<file path="config.mk">
export PLATFORM = sky130hd
export DESIGN_NAME = temp_bcd_frontend
export DESIGN_NICKNAME = d
export VERILOG_FILES = /design/src/rtl/temp_bcd_frontend.sv
export SDC_FILE = /design/constraint.sdc
export NUM_CORES = 1
export LEC_CHECK = 0
export BUFFER_PORTS_ARGS = -buffer_cell sky130_fd_sc_hd__buf_4
export CORE_UTILIZATION = 52
export CTS_CLUSTER_SIZE = 30
export DETAILED_ROUTE_END_ITERATION = 6
export HOLD_SLACK_MARGIN = 0.03
export PLACE_DENSITY_LB_ADDON = 0.1
export SYNTH_ARGS = -nofsm -noshare
export SYNTH_HDL_FRONTEND = slang
export SYNTH_SLANG_ARGS = --single-unit
</file>
<file path="constraint.sdc">
create_clock -name clk -period 6.75 [get_ports clk]
set_clock_uncertainty 0.1 [all_clocks]
set_input_delay 0.675 -clock clk [delete_from_list [all_inputs] [get_ports clk]]
set_output_delay 0.675 -clock clk [all_outputs]
set_load 0.1 [all_outputs]
</file>
<file path="src/rtl/temp_bcd_frontend.sv">
// Temperature front end: converts a signed 0.1-degree sample and its change
// from the previous sample into sign + 3-digit BCD magnitudes (00.0-99.9).
// The conversion is a 10-step sequential double-dabble run on both values at once.
module temp_bcd_frontend #(
    parameter int W = 12
) (
    input  logic         clk,
    input  logic         rst,
    input  logic         sample_valid,
    input  logic [W-1:0] sample,
    output logic         sample_ready,
    output logic [3:0]   temp_value_ones,
    output logic [3:0]   temp_value_tens,
    output logic [3:0]   temp_value_huns,
    output logic         temp_value_sign,
    output logic [3:0]   temp_delta_ones,
    output logic [3:0]   temp_delta_tens,
    output logic [3:0]   temp_delta_huns,
    output logic         temp_delta_sign,
    output logic         out_valid
);

    typedef enum logic [1:0] {
        IDLE  = 2'd0,
        PREP  = 2'd1,
        SHIFT = 2'd2,
        DONE  = 2'd3
    } state_t;

    state_t         state_q, state_d;
    logic [3:0]     cnt_q, cnt_d;
    logic [W-1:0]   s_q, s_d;
    logic [W-1:0]   prev_q, prev_d;
    logic           have_prev_q, have_prev_d;
    logic [9:0]     vbin_q, vbin_d;
    logic [9:0]     dbin_q, dbin_d;
    logic [11:0]    vbcd_q, vbcd_d;
    logic [11:0]    dbcd_q, dbcd_d;
    logic           vsign_q, vsign_d;
    logic           dsign_q, dsign_d;
    logic [11:0]    vout_q, vout_d;
    logic [11:0]    dout_q, dout_d;
    logic           vout_sign_q, vout_sign_d;
    logic           dout_sign_q, dout_sign_d;

    // One extra bit so that -2^(W-1) and the full-range difference cannot overflow.
    logic [W:0]     s_ext, p_ext, d_ext, s_abs, d_abs;
    logic [11:0]    vstep, dstep;

    // One double-dabble step: add 3 to every digit >= 5, then shift in the next binary bit.
    function automatic logic [11:0] dabble_step(input logic [11:0] bcd, input logic in_bit);
        logic [11:0] adj;
        for (int i = 0; i < 3; i++) begin
            adj[4*i +: 4] = (bcd[4*i +: 4] >= 4'd5) ? bcd[4*i +: 4] + 4'd3 : bcd[4*i +: 4];
        end
        return (adj << 1) | {11'd0, in_bit};
    endfunction

    // Clamp a non-negative magnitude to 999 (99.9 degrees); larger values saturate silently.
    function automatic logic [9:0] sat999(input logic [W:0] mag);
        return (mag > (W+1)'(999)) ? 10'd999 : mag[9:0];
    endfunction

    // Sign-extended sample, difference from the previous sample, and their magnitudes.
    always_comb begin
        s_ext = {s_q[W-1], s_q};
        p_ext = {prev_q[W-1], prev_q};
        d_ext = s_ext - p_ext;
        s_abs = s_ext[W] ? -s_ext : s_ext;
        d_abs = d_ext[W] ? -d_ext : d_ext;
        vstep = dabble_step(vbcd_q, vbin_q[9]);
        dstep = dabble_step(dbcd_q, dbin_q[9]);
    end

    // Next-state logic for the conversion sequence and the output load in the last shift.
    always_comb begin
        // NOTE: every _d starts as its _q so no path through the case leaves a variable unassigned (no latches).
        state_d     = state_q;
        cnt_d       = cnt_q;
        s_d         = s_q;
        prev_d      = prev_q;
        have_prev_d = have_prev_q;
        vbin_d      = vbin_q;
        dbin_d      = dbin_q;
        vbcd_d      = vbcd_q;
        dbcd_d      = dbcd_q;
        vsign_d     = vsign_q;
        dsign_d     = dsign_q;
        vout_d      = vout_q;
        dout_d      = dout_q;
        vout_sign_d = vout_sign_q;
        dout_sign_d = dout_sign_q;

        unique case (state_q)
            IDLE: begin
                if (sample_valid) begin
                    s_d     = sample;
                    state_d = PREP;
                end
            end
            PREP: begin
                vbin_d  = sat999(s_abs);
                vsign_d = s_ext[W];
                if (have_prev_q) begin
                    dbin_d  = sat999(d_abs);
                    dsign_d = d_ext[W];
                end else begin
                    dbin_d  = 10'd0;
                    dsign_d = 1'b0;
                end
                prev_d      = s_q;
                have_prev_d = 1'b1;
                vbcd_d      = 12'd0;
                dbcd_d      = 12'd0;
                cnt_d       = 4'd0;
                state_d     = SHIFT;
            end
            SHIFT: begin
                vbcd_d = vstep;
                dbcd_d = dstep;
                vbin_d = vbin_q << 1;
                dbin_d = dbin_q << 1;
                cnt_d  = cnt_q + 4'd1;
                if (cnt_q == 4'd9) begin
                    // Last step: all digits and signs become visible together in DONE.
                    vout_d      = vstep;
                    dout_d      = dstep;
                    vout_sign_d = vsign_q;
                    dout_sign_d = dsign_q;
                    state_d     = DONE;
                end
            end
            DONE: begin
                state_d = IDLE;
            end
            default: begin
                state_d = IDLE;
            end
        endcase
    end

    // State register with synchronous active-low reset; reset aborts any conversion.
    always_ff @(posedge clk) begin
        // NOTE: all registers here are plain flops (no memory arrays), so every one is reset explicitly.
        if (!rst) begin
            state_q     <= IDLE;
            cnt_q       <= 4'd0;
            s_q         <= '0;
            prev_q      <= '0;
            have_prev_q <= 1'b0;
            vbin_q      <= 10'd0;
            dbin_q      <= 10'd0;
            vbcd_q      <= 12'd0;
            dbcd_q      <= 12'd0;
            vsign_q     <= 1'b0;
            dsign_q     <= 1'b0;
            vout_q      <= 12'd0;
            dout_q      <= 12'd0;
            vout_sign_q <= 1'b0;
            dout_sign_q <= 1'b0;
        end else begin
            // NOTE: non-blocking assignments so every register updates from pre-edge values.
            state_q     <= state_d;
            cnt_q       <= cnt_d;
            s_q         <= s_d;
            prev_q      <= prev_d;
            have_prev_q <= have_prev_d;
            vbin_q      <= vbin_d;
            dbin_q      <= dbin_d;
            vbcd_q      <= vbcd_d;
            dbcd_q      <= dbcd_d;
            vsign_q     <= vsign_d;
            dsign_q     <= dsign_d;
            vout_q      <= vout_d;
            dout_q      <= dout_d;
            vout_sign_q <= vout_sign_d;
            dout_sign_q <= dout_sign_d;
        end
    end

    assign sample_ready    = (state_q == IDLE);
    assign out_valid       = (state_q == DONE);
    assign temp_value_huns = vout_q[11:8];
    assign temp_value_tens = vout_q[7:4];
    assign temp_value_ones = vout_q[3:0];
    assign temp_value_sign = vout_sign_q;
    assign temp_delta_huns = dout_q[11:8];
    assign temp_delta_tens = dout_q[7:4];
    assign temp_delta_ones = dout_q[3:0];
    assign temp_delta_sign = dout_sign_q;

endmodule

</file>
# [Word-level counts from Yosys, hierarchy flattened]
# Cells that the tools add are included.
[totals] ff_bits=103 inputBits=15 wordCells=66
[op_classes] n_addsub=10 order_cmp=8 eq_ne=6 n_mux=20 bitwise_logic=2 reduce_logical=5
[ops] operator="12-bit one-hot mux with 2 select lines" n=2
[ops] operator="10-bit one-hot mux with 2 select lines" n=2
[ops] operator="10-bit two-way mux" n=3
[ops] operator="13-bit by 10-bit greater-than comparator with 1-bit output, second input constant" n=2
[ops] operator="13-bit two-way mux" n=2
[ops] operator="13-bit negation" n=2
[ops] operator="4-bit by 3-bit greater-or-equal comparator with 1-bit output, second input constant" n=6
[ops] operator="12-bit by 1-bit OR with 12-bit output" n=2
[ops] operator="4-bit by 2-bit adder with 4-bit output, second input constant" n=4
[ops] operator="4-bit two-way mux" n=4
[ops] operator="12-bit by 12-bit subtractor with 13-bit output" n=1
[ops] operator="2-bit one-hot mux with 4 select lines" n=1
[ops] operator="4-bit one-hot mux with 2 select lines" n=1
[ops] operator="3-bit by 2-bit adder with 3-bit output, second input constant" n=2
[ops] operator="3-bit two-way mux" n=2
[ops] operator="2-bit AND reduction" n=3
[ops] operator="4-bit by 1-bit adder with 4-bit output, second input constant" n=1
[ops] operator="2-bit equality test, second input constant" n=2
[ops] operator="4-bit equality test, second input constant" n=1
[ops] operator="2-bit two-way mux" n=2
[ops] operator="2-bit != test, second input constant" n=2
[ops] operator="2-bit by 1-bit equality test with 1-bit output, second input constant" n=1
[ops] operator="2-bit logical NOT" n=1
[ops] operator="2-bit nonzero test" n=1
[ops] operator="1-bit two-way mux" n=1

# [Longest topological paths before layout]
# Gate-level depths: netlist of run 1.
[depth] depth_word=7 ltp_mapped=14 depth_no_buf=12

# [Least setup slack after synthesis of run 1]
# Ideal clock, no wire load.
[synth_timing] kind="flip-flop to flip-flop" start="register s_q[0]" end="register dbin_q[3]" setup_ns=0.117 arrival_time_ns=3.145 t_required_ns=6.533 path_slack_ns=3.387 path_stages_with_launch=14 n_path_buf=1 synth_period_minus_slack_ns=3.363 cell_sequence="dfxtp_1 > inv_1 > ha_1 > fa_1 > and2b_1 > o2111ai_1 > a21oi_2 > o21ai_2 > a31o_1 > buf_6 > or4_1 > o31a_1 > a221o_1 > a32o_1"
[synth_via] elab_chain_cells=7
[synth_rtl] item="start, declared" line_no="32" rtl="logic [W-1:0] s_q, s_d;"
[synth_rtl] item="start signal, assigned" line_no="148" rtl="s_q <= '0;"
[synth_rtl] item="start signal, assigned" line_no="165" rtl="s_q <= s_d;"
[synth_rtl] item="12-bit by 12-bit subtractor with 13-bit output *" line_no="68" rtl="d_ext = s_ext - p_ext;"
[synth_rtl] item="13-bit negation" line_no="70" rtl="d_abs = d_ext[W] ? -d_ext : d_ext;"
[synth_rtl] item="13-bit two-way mux *" line_no="70"
[synth_rtl] item="13-bit by 10-bit greater-than comparator with 1-bit output" line_no="61" rtl="return (mag > (W+1)'(999)) ? 10'd999 : mag[9:0];"
[synth_rtl] item="10-bit two-way mux *" line_no="61"
[synth_rtl] item="10-bit two-way mux *" line_no="104" rtl="if (have_prev_q) begin"
[synth_rtl] item="10-bit one-hot mux with 2 select lines *" line_no="94" rtl="unique case (state_q)"
[synth_rtl] item="end signal, assigned" line_no="169" rtl="dbin_q <= dbin_d;"
[synth_rtl] item="end, declared" line_no="36" rtl="logic [9:0] dbin_q, dbin_d;"
# Mark *: on every way between the ends. The rest lies on a longest branch, timed or not.
# A chain may end at the register's enable or synchronous reset.

# [Worst setup path in the final report of run 1]
[layout_timing] start="register s_q[4]" end="register dbin_q[3]"
# Same word-level chain as after synthesis.

==> metrics.yaml, run 1 <==
synthesis:
  synthTopCellsByCount: "dfxtp_1, nand2_1, a21oi_1"
  synthMuxAreaShare_pct: 3.567
  postSynthCellCount: 740
  synth.top_cell.area_share_pct: 33.84
  synth.most_common_cell: "dfxtp_1"
  yosys.area_share.simple_pct: 22.73
  synth_xor_area_share_pct: 4.459
  synth.largest_area_cell: "dfxtp_1"
  ys_top_cells_by_area: "dfxtp_1, ha_1, nand2_1"
  synth_cell_types: 73
  synth-compound-area-share_pct: 22.71
  synth_top_family_by_area: "simple AND/OR/NAND/NOR gates"
  synth_edf_count: 0
  syn_avg_cell_area_um2: 8.153
  syn-cell-area_um2: 6033
  ys_seq_elements: 102
  yosysWarnings: 0
  async_reset_ff_share_pct: 0
  synth_fp_nets: 788
  ys.flop_type: "dfxtp_1"
  synth_seq_area_share_pct: 33.84
  synthAdderAreaFrac_pct: 6.968
clocking:
  clock-sinks: 102
  cts.htree.levels: 3
  cts.clk_slew.worst_paths_ps: 70
  cts-root-buf: "clkbuf_16"
  cts_tree: "yes"
  ctsHoldBuffers: 0
  cts_buffer_depth: 2
  post_cts_resized: 0
  postCtsSetupRepairBufs: 0
  clk_latency_ps: 360
  numCtsBuffers: 9
drt:
  wl_met3_um: 355
  drt_first_iter_violations: 328
  wl_met2_um: 6035
  wire_per_inst_um: 14.89
  first_pass_iters: 4
  top_layer: "met4"
  drc_errors: 0
  ant_nets: 0
  wirelength_um: 13270
  via_per_inst: 5.658
  vias: 5041
  met1_length_um: 6664
floorplan:
  start_util_pct: 54.46
  die_y_um: 109.7
  die-area_um2: 12040
  fp.coreArea_um2: 11080
  die_w_um: 109.7
  io_pins: 43
  fp-row-count: 38
timing:
  setup_slack_ps: 3005
  rsz0062_at_grt: "false"
  slew_violations: 0
  slew_headroom_pct: 24.52
  worstMarginPinSlew_ps: 1131
  fmax_mhz: 267.0
  timing.final.crit_period_ps: 3745
  final-hold-violation-count: 0
  fin_crit_sh_pct: 55.49
  setup_viol: 0
  tns_ps: 0
power:
  vdd_ir_drop_max_mv: 0.2188
  p_leak_nw: 2.572
  cellPowerDensity_nw_per_um2: 393.8
global_routing:
  grt_pass1_vias: 4700
  grt_max_degree: 104
  antenna_found_initial: 0
  overflow: 0
  grt_usage_pct: 23.52
  grt_pass1_wl_um: 22110
place:
  gp_congestion: 0.8503
  post-place-ws_ps: 3051
  portBuffers: 42
  hpwl_um: 9238
  place_inst: 875
worst_setup_path:
  critPathKind: "reg -> reg"
  crit_slowest_cell: "xnor2_1"
  cp-end-kind: "flip-flop"
  cp-start-kind: "flip-flop"
  path_max_fanout: 12
  critical_path_buf_inv_count: 0
  arrival_ps: 3890
  path_delay_family: "simple AND/OR/NAND/NOR gates"
  required_ps: 6890
  crit_chain: "ha_1 -> a21o_1 -> a31oi_2 -> nand2_1 -> xnor2_1 -> and4_1 -> nand3_1 -> nor3b_1 -> or3_1 -> a32o_1"
  cpPeakStageDelay_ps: 690
layout:
  nFillCells: 1024
  antenna_cells: 0
  nets: 794
  layout-drive-gt1-share_pct: 10.65
  final_cell_count_no_fill: 891
  area_growth_pct: 9.954
hold_path:
  min_path_type: "reg -> reg"
job:
  drv_cap: 0
outcome:
  run_status: "completed"
==> cell families (layout without fill, tap and decap cells) <==
| kind of cell | Yosys count | after routing |
|---|---|---|
| AND/OR/NAND/NOR | 272 | 272 |
| AO/OA/AOI/OAI | 197 | 197 |
| flip-flops | 102 | 102 |
| buffers and inverters | 86 | 97 |
| adder cells (fa/ha/maj) | 33 | 33 |
| XOR/XNOR | 29 | 29 |
| multiplexers | 21 | 21 |
==> per-layer routing <==
layer  track usage, %  up-vias
met5                0        -
met4            8.381        0
met3            3.260       16
met2            38.54       67
met1            31.57     2359
li1                 -     2599
==> cell usage in the layout (no fill, tap or decap), drive strengths merged, types with 4 or more instances in the layout <==
cell type / instances
clkbuf: 10
or3: 4
a31oi: 10
o21a: 5
xnor2: 16
nand2: 101
and2: 25
nand3: 17
o2111ai: 4
mux2: 4
buf: 44
a32oi: 4
a221oi: 4
o211a: 10
nor2: 34
mux2i: 17
a21boi: 23
dfxtp: 102
xor2: 13
a21oi: 45
o21ai: 33
nor3b: 10
nor2b: 41
a22oi: 7
nand4: 4
nor3: 9
inv: 39
nand2b: 12
o22ai: 12
o211ai: 4
o31ai: 7
o2bb2ai: 4
ha: 32
==> flip-flops by register name (all words and copies together), names as in the netlist <==
signal	cells
dbin_q	10
temp_value_sign	1
dout_q	12
have_prev_q	1
s_q	12
dsign_q	1
vout_q	12
vbcd_q	12
temp_delta_sign	1
vbin_q	10
dbcd_q	12
cnt_q	4
prev_q	12
state_q	2
==> cell type report <==
type | instances | area (µm²) | share of cell area [%]
flip-flops and latches | 102 | 2042 | 30.78
clock buffers | 10 | 229.0 | 3.452
well taps | 140 | 175.2 | 2.641
repair buffers | 44 | 330.3 | 4.979
clock inverters | 6 | 70.07 | 1.056
inverters | 37 | 138.9 | 2.094
multi-input cells | 552 | 3649 | 55.00
==> final timing paths <==
kind	startpoint	end	slack [ps]	cells after the start
worst max-delay path	s_q[4]$_SDFFE_PN0P_	dbin_q[3]$_SDFFE_PN0P_	3000	10
worst min-delay path	temp_delta_sign$_SDFFE_PN0P_	temp_delta_sign$_SDFFE_PN0P_	370	2
worst max register to register	s_q[4]$_SDFFE_PN0P_	dbin_q[3]$_SDFFE_PN0P_	3000	10
worst min register to register	temp_delta_sign$_SDFFE_PN0P_	temp_delta_sign$_SDFFE_PN0P_	370	2
==> stage by stage <==
| stage | total power, W | hold WS [ps] | utilization (%) | cell area (µm²) |
|---|---|---|---|---|
| 5_1_grt | 0.002816 | 400.3 | 59.88 | 6634 |
| 3_5_place_dp | 0.002083 | 359.6 | 57.18 | 6335 |
| 3_3_place_gp | 0.002056 | 354.7 | 57.18 | 6335 |
| 2_1_floorplan | 0.001839 | 341.4 | - | 6033 |
| 6_report | 0.002612 | 369.1 | 59.88 | 6634 |
| 4_1_cts | 0.002619 | 369.7 | 59.88 | 6634 |
==> worst register-to-register path, stage by stage (launching register included) <==
cell and delay [ps]:
dfxtp_1 510, ha_1 360, a21o_1 210, a31oi_2 220
nand2_1 120, xnor2_1 690, and4_1 330, nand3_1 100
nor3b_1 160, or3_1 540, a32o_1 280
==> power by group <==
group          switching (W)  internal (W)
registers          0.0000685      0.000674
clock network       0.000240      0.000292
logic               0.000869      0.000469
total                0.00118       0.00144
Power figures use the tool's default switching activity.
==> inputs of run 2 (changes only) <==
clock period = 3.8 ns   (was 6.75 ns; I/O delays follow)
==> metrics.yaml, run 2 (synthesized netlist as in run 1, its figures left out) <==
floorplan:
  fp.coreArea_um2: 11080  # unchanged
  start_util_pct: 54.46  # unchanged
  fp-row-count: 38  # unchanged
  die-area_um2: 12040  # unchanged
  die_w_um: 109.7  # unchanged
  io_pins: 43  # unchanged
  die_y_um: 109.7  # unchanged
drt:
  first_pass_iters: 4  # unchanged
  via_per_inst: 5.749  # +1.6%
  wire_per_inst_um: 15.02  # +0.88%
  ant_nets: 0  # unchanged
  drc_errors: 0  # unchanged
  wirelength_um: 13470  # +1.6%
  drt_first_iter_violations: 370  # +13%
  vias: 5157  # +2.3%
place:
  hpwl_um: 9404  # +1.8%
  gp_congestion: 0.8349  # -1.8%
  portBuffers: 42  # unchanged
power:
  vdd_ir_drop_max_mv: 0.4602  # +110%
  cellPowerDensity_nw_per_um2: 703.4  # +79%
  p_leak_nw: 2.603  # +1.2%
clocking:
  post_cts_resized: 0  # unchanged
  postCtsSetupRepairBufs: 0  # unchanged
  clk_latency_ps: 350  # about the same
  cts_tree: "yes"
  cts.clk_slew.worst_paths_ps: 60  # about the same
  cts.htree.levels: 3  # unchanged
  cts_buffer_depth: 2  # unchanged
  cts-root-buf: "clkbuf_16"
  clock-sinks: 102  # unchanged
  numCtsBuffers: 9  # unchanged
  ctsHoldBuffers: 0  # unchanged
global_routing:
  grt_pass1_wl_um: 22250  # +0.66%
  grt_pass1_vias: 4665  # -0.74%
  antenna_found_initial: 0  # unchanged
  grt_max_degree: 104  # unchanged
  grt_usage_pct: 23.89  # +0.37 points
  overflow: 0  # unchanged
timing:
  rsz0062_at_grt: "false"
  worstMarginPinSlew_ps: 859.7  # -271.3 ps
  final-hold-violation-count: 0  # unchanged
  tns_ps: 0  # unchanged
  slew_headroom_pct: 42.69  # +18 points
  fmax_mhz: 287.0  # +7.5%
  fin_crit_sh_pct: 91.68  # +36 points
  setup_viol: 0  # unchanged
  slew_violations: 0  # unchanged
  timing.final.crit_period_ps: 3484  # -261.5 ps
layout:
  final_common_cell: "dfxtp_1"
  antenna_cells: 0  # unchanged
  utilization_pct: 60.28  # +0.40 points
  nets: 801  # +0.88%
  final_cell_mix: "dfxtp_1, nand2_1, buf_4"
  layout-drive-gt1-share_pct: 11.36  # +0.71 points
  area_growth_pct: 10.68
  nFillCells: 1047  # +2.2%
worst_setup_path:
  cp-end-kind: "flip-flop"
  required_ps: 3940  # -2950 ps
  arrival_ps: 3630  # -260 ps
  path_max_fanout: 10  # -2
  r2r_slack_ps: 320  # -2690 ps
  cp-start-kind: "flip-flop"
  critPathKind: "reg -> reg"
job:
  drv_cap: 0  # unchanged
outcome:
  run_status: "completed"
hold_path:
  min_path_type: "in -> reg"
-- run 2: cell count changes in the layout (fill, tap and decap cells not counted), sizes merged --
cell and change:
clkbuf +1, buf +7, inv -2
-- run 2: worst max-delay path, cell delays in order, from the launching register on --
cell	delay (ps)
dfxtp_1	400
inv_1	80
ha_1	230
fa_1	410
xor2_1	320
nand2_1	190
nor3_2	310
and4_1	260
nand3_1	90
nor3b_1	150
or3_1	550
a32o_1	280
-- run 2: layout make-up --
cell class	count	area, µm²	area share, %
clock inverter	4	47.55	0.7120
tap	140	175.2	2.623
timing repair buffer	51	382.9	5.734
sequential	102	2042	30.58
clock buffer	11	242.7	3.635
inverter	37	138.9	2.080
multi-input combinational	552	3649	54.64
-- run 2: path summary, 6_finish.rpt --
| check | end | cells after the start | from |
|---|---|---|---|
| worst min-delay path | s_q[8]$_SDFFE_PN0P_ | 3 | sample[8] |
| worst max-delay path | dbin_q[3]$_SDFFE_PN0P_ | 11 | s_q[0]$_SDFFE_PN0P_ |
| worst min register to register | dout_q[0]$_SDFFE_PN0P_ | 2 | dout_q[0]$_SDFFE_PN0P_ |
| worst max register to register | dbin_q[3]$_SDFFE_PN0P_ | 11 | s_q[0]$_SDFFE_PN0P_ |
-- run 2: through the flow --
| stage | power (W) | setup WS (ps) | cells | area, µm² | hold WS (ps) |
|---|---|---|---|---|---|
| floorplan | 0.003266 | 437.2 | 740 | 6033 | 341.4 |
| global placement | 0.003702 | 398.5 | 882 | 6387 | 353.5 |
| detailed placement | 0.003768 | 322.9 | 882 | 6387 | 359.3 |
| CTS | 0.004695 | 313.6 | 897 | 6678 | 177.8 |
| global route | 0.005033 | 33.04 | 897 | 6678 | 197.1 |
| finish | 0.004697 | 316.1 | 897 | 6678 | 185.9 |
-- run 2: layer usage --
layer  track usage [%]  part of all wire, %  up-vias  wire length (µm)
met5                 0                    0        -                 0
met4             8.286                  1.3        0               171
met3             5.750                  4.7       13               634
met2             37.24                   45      128              6020
met1             32.19                   49     2405              6648
li1                  -                    -     2611                 -
-- run 2: power breakdown --
group,internal [W],switching [W],total (W)
logic,0.000881,0.00159,0.00247
registers,0.00120,0.000106,0.00130
clock network,0.000523,0.000400,0.000923
total,0.00260,0.00209,0.00470
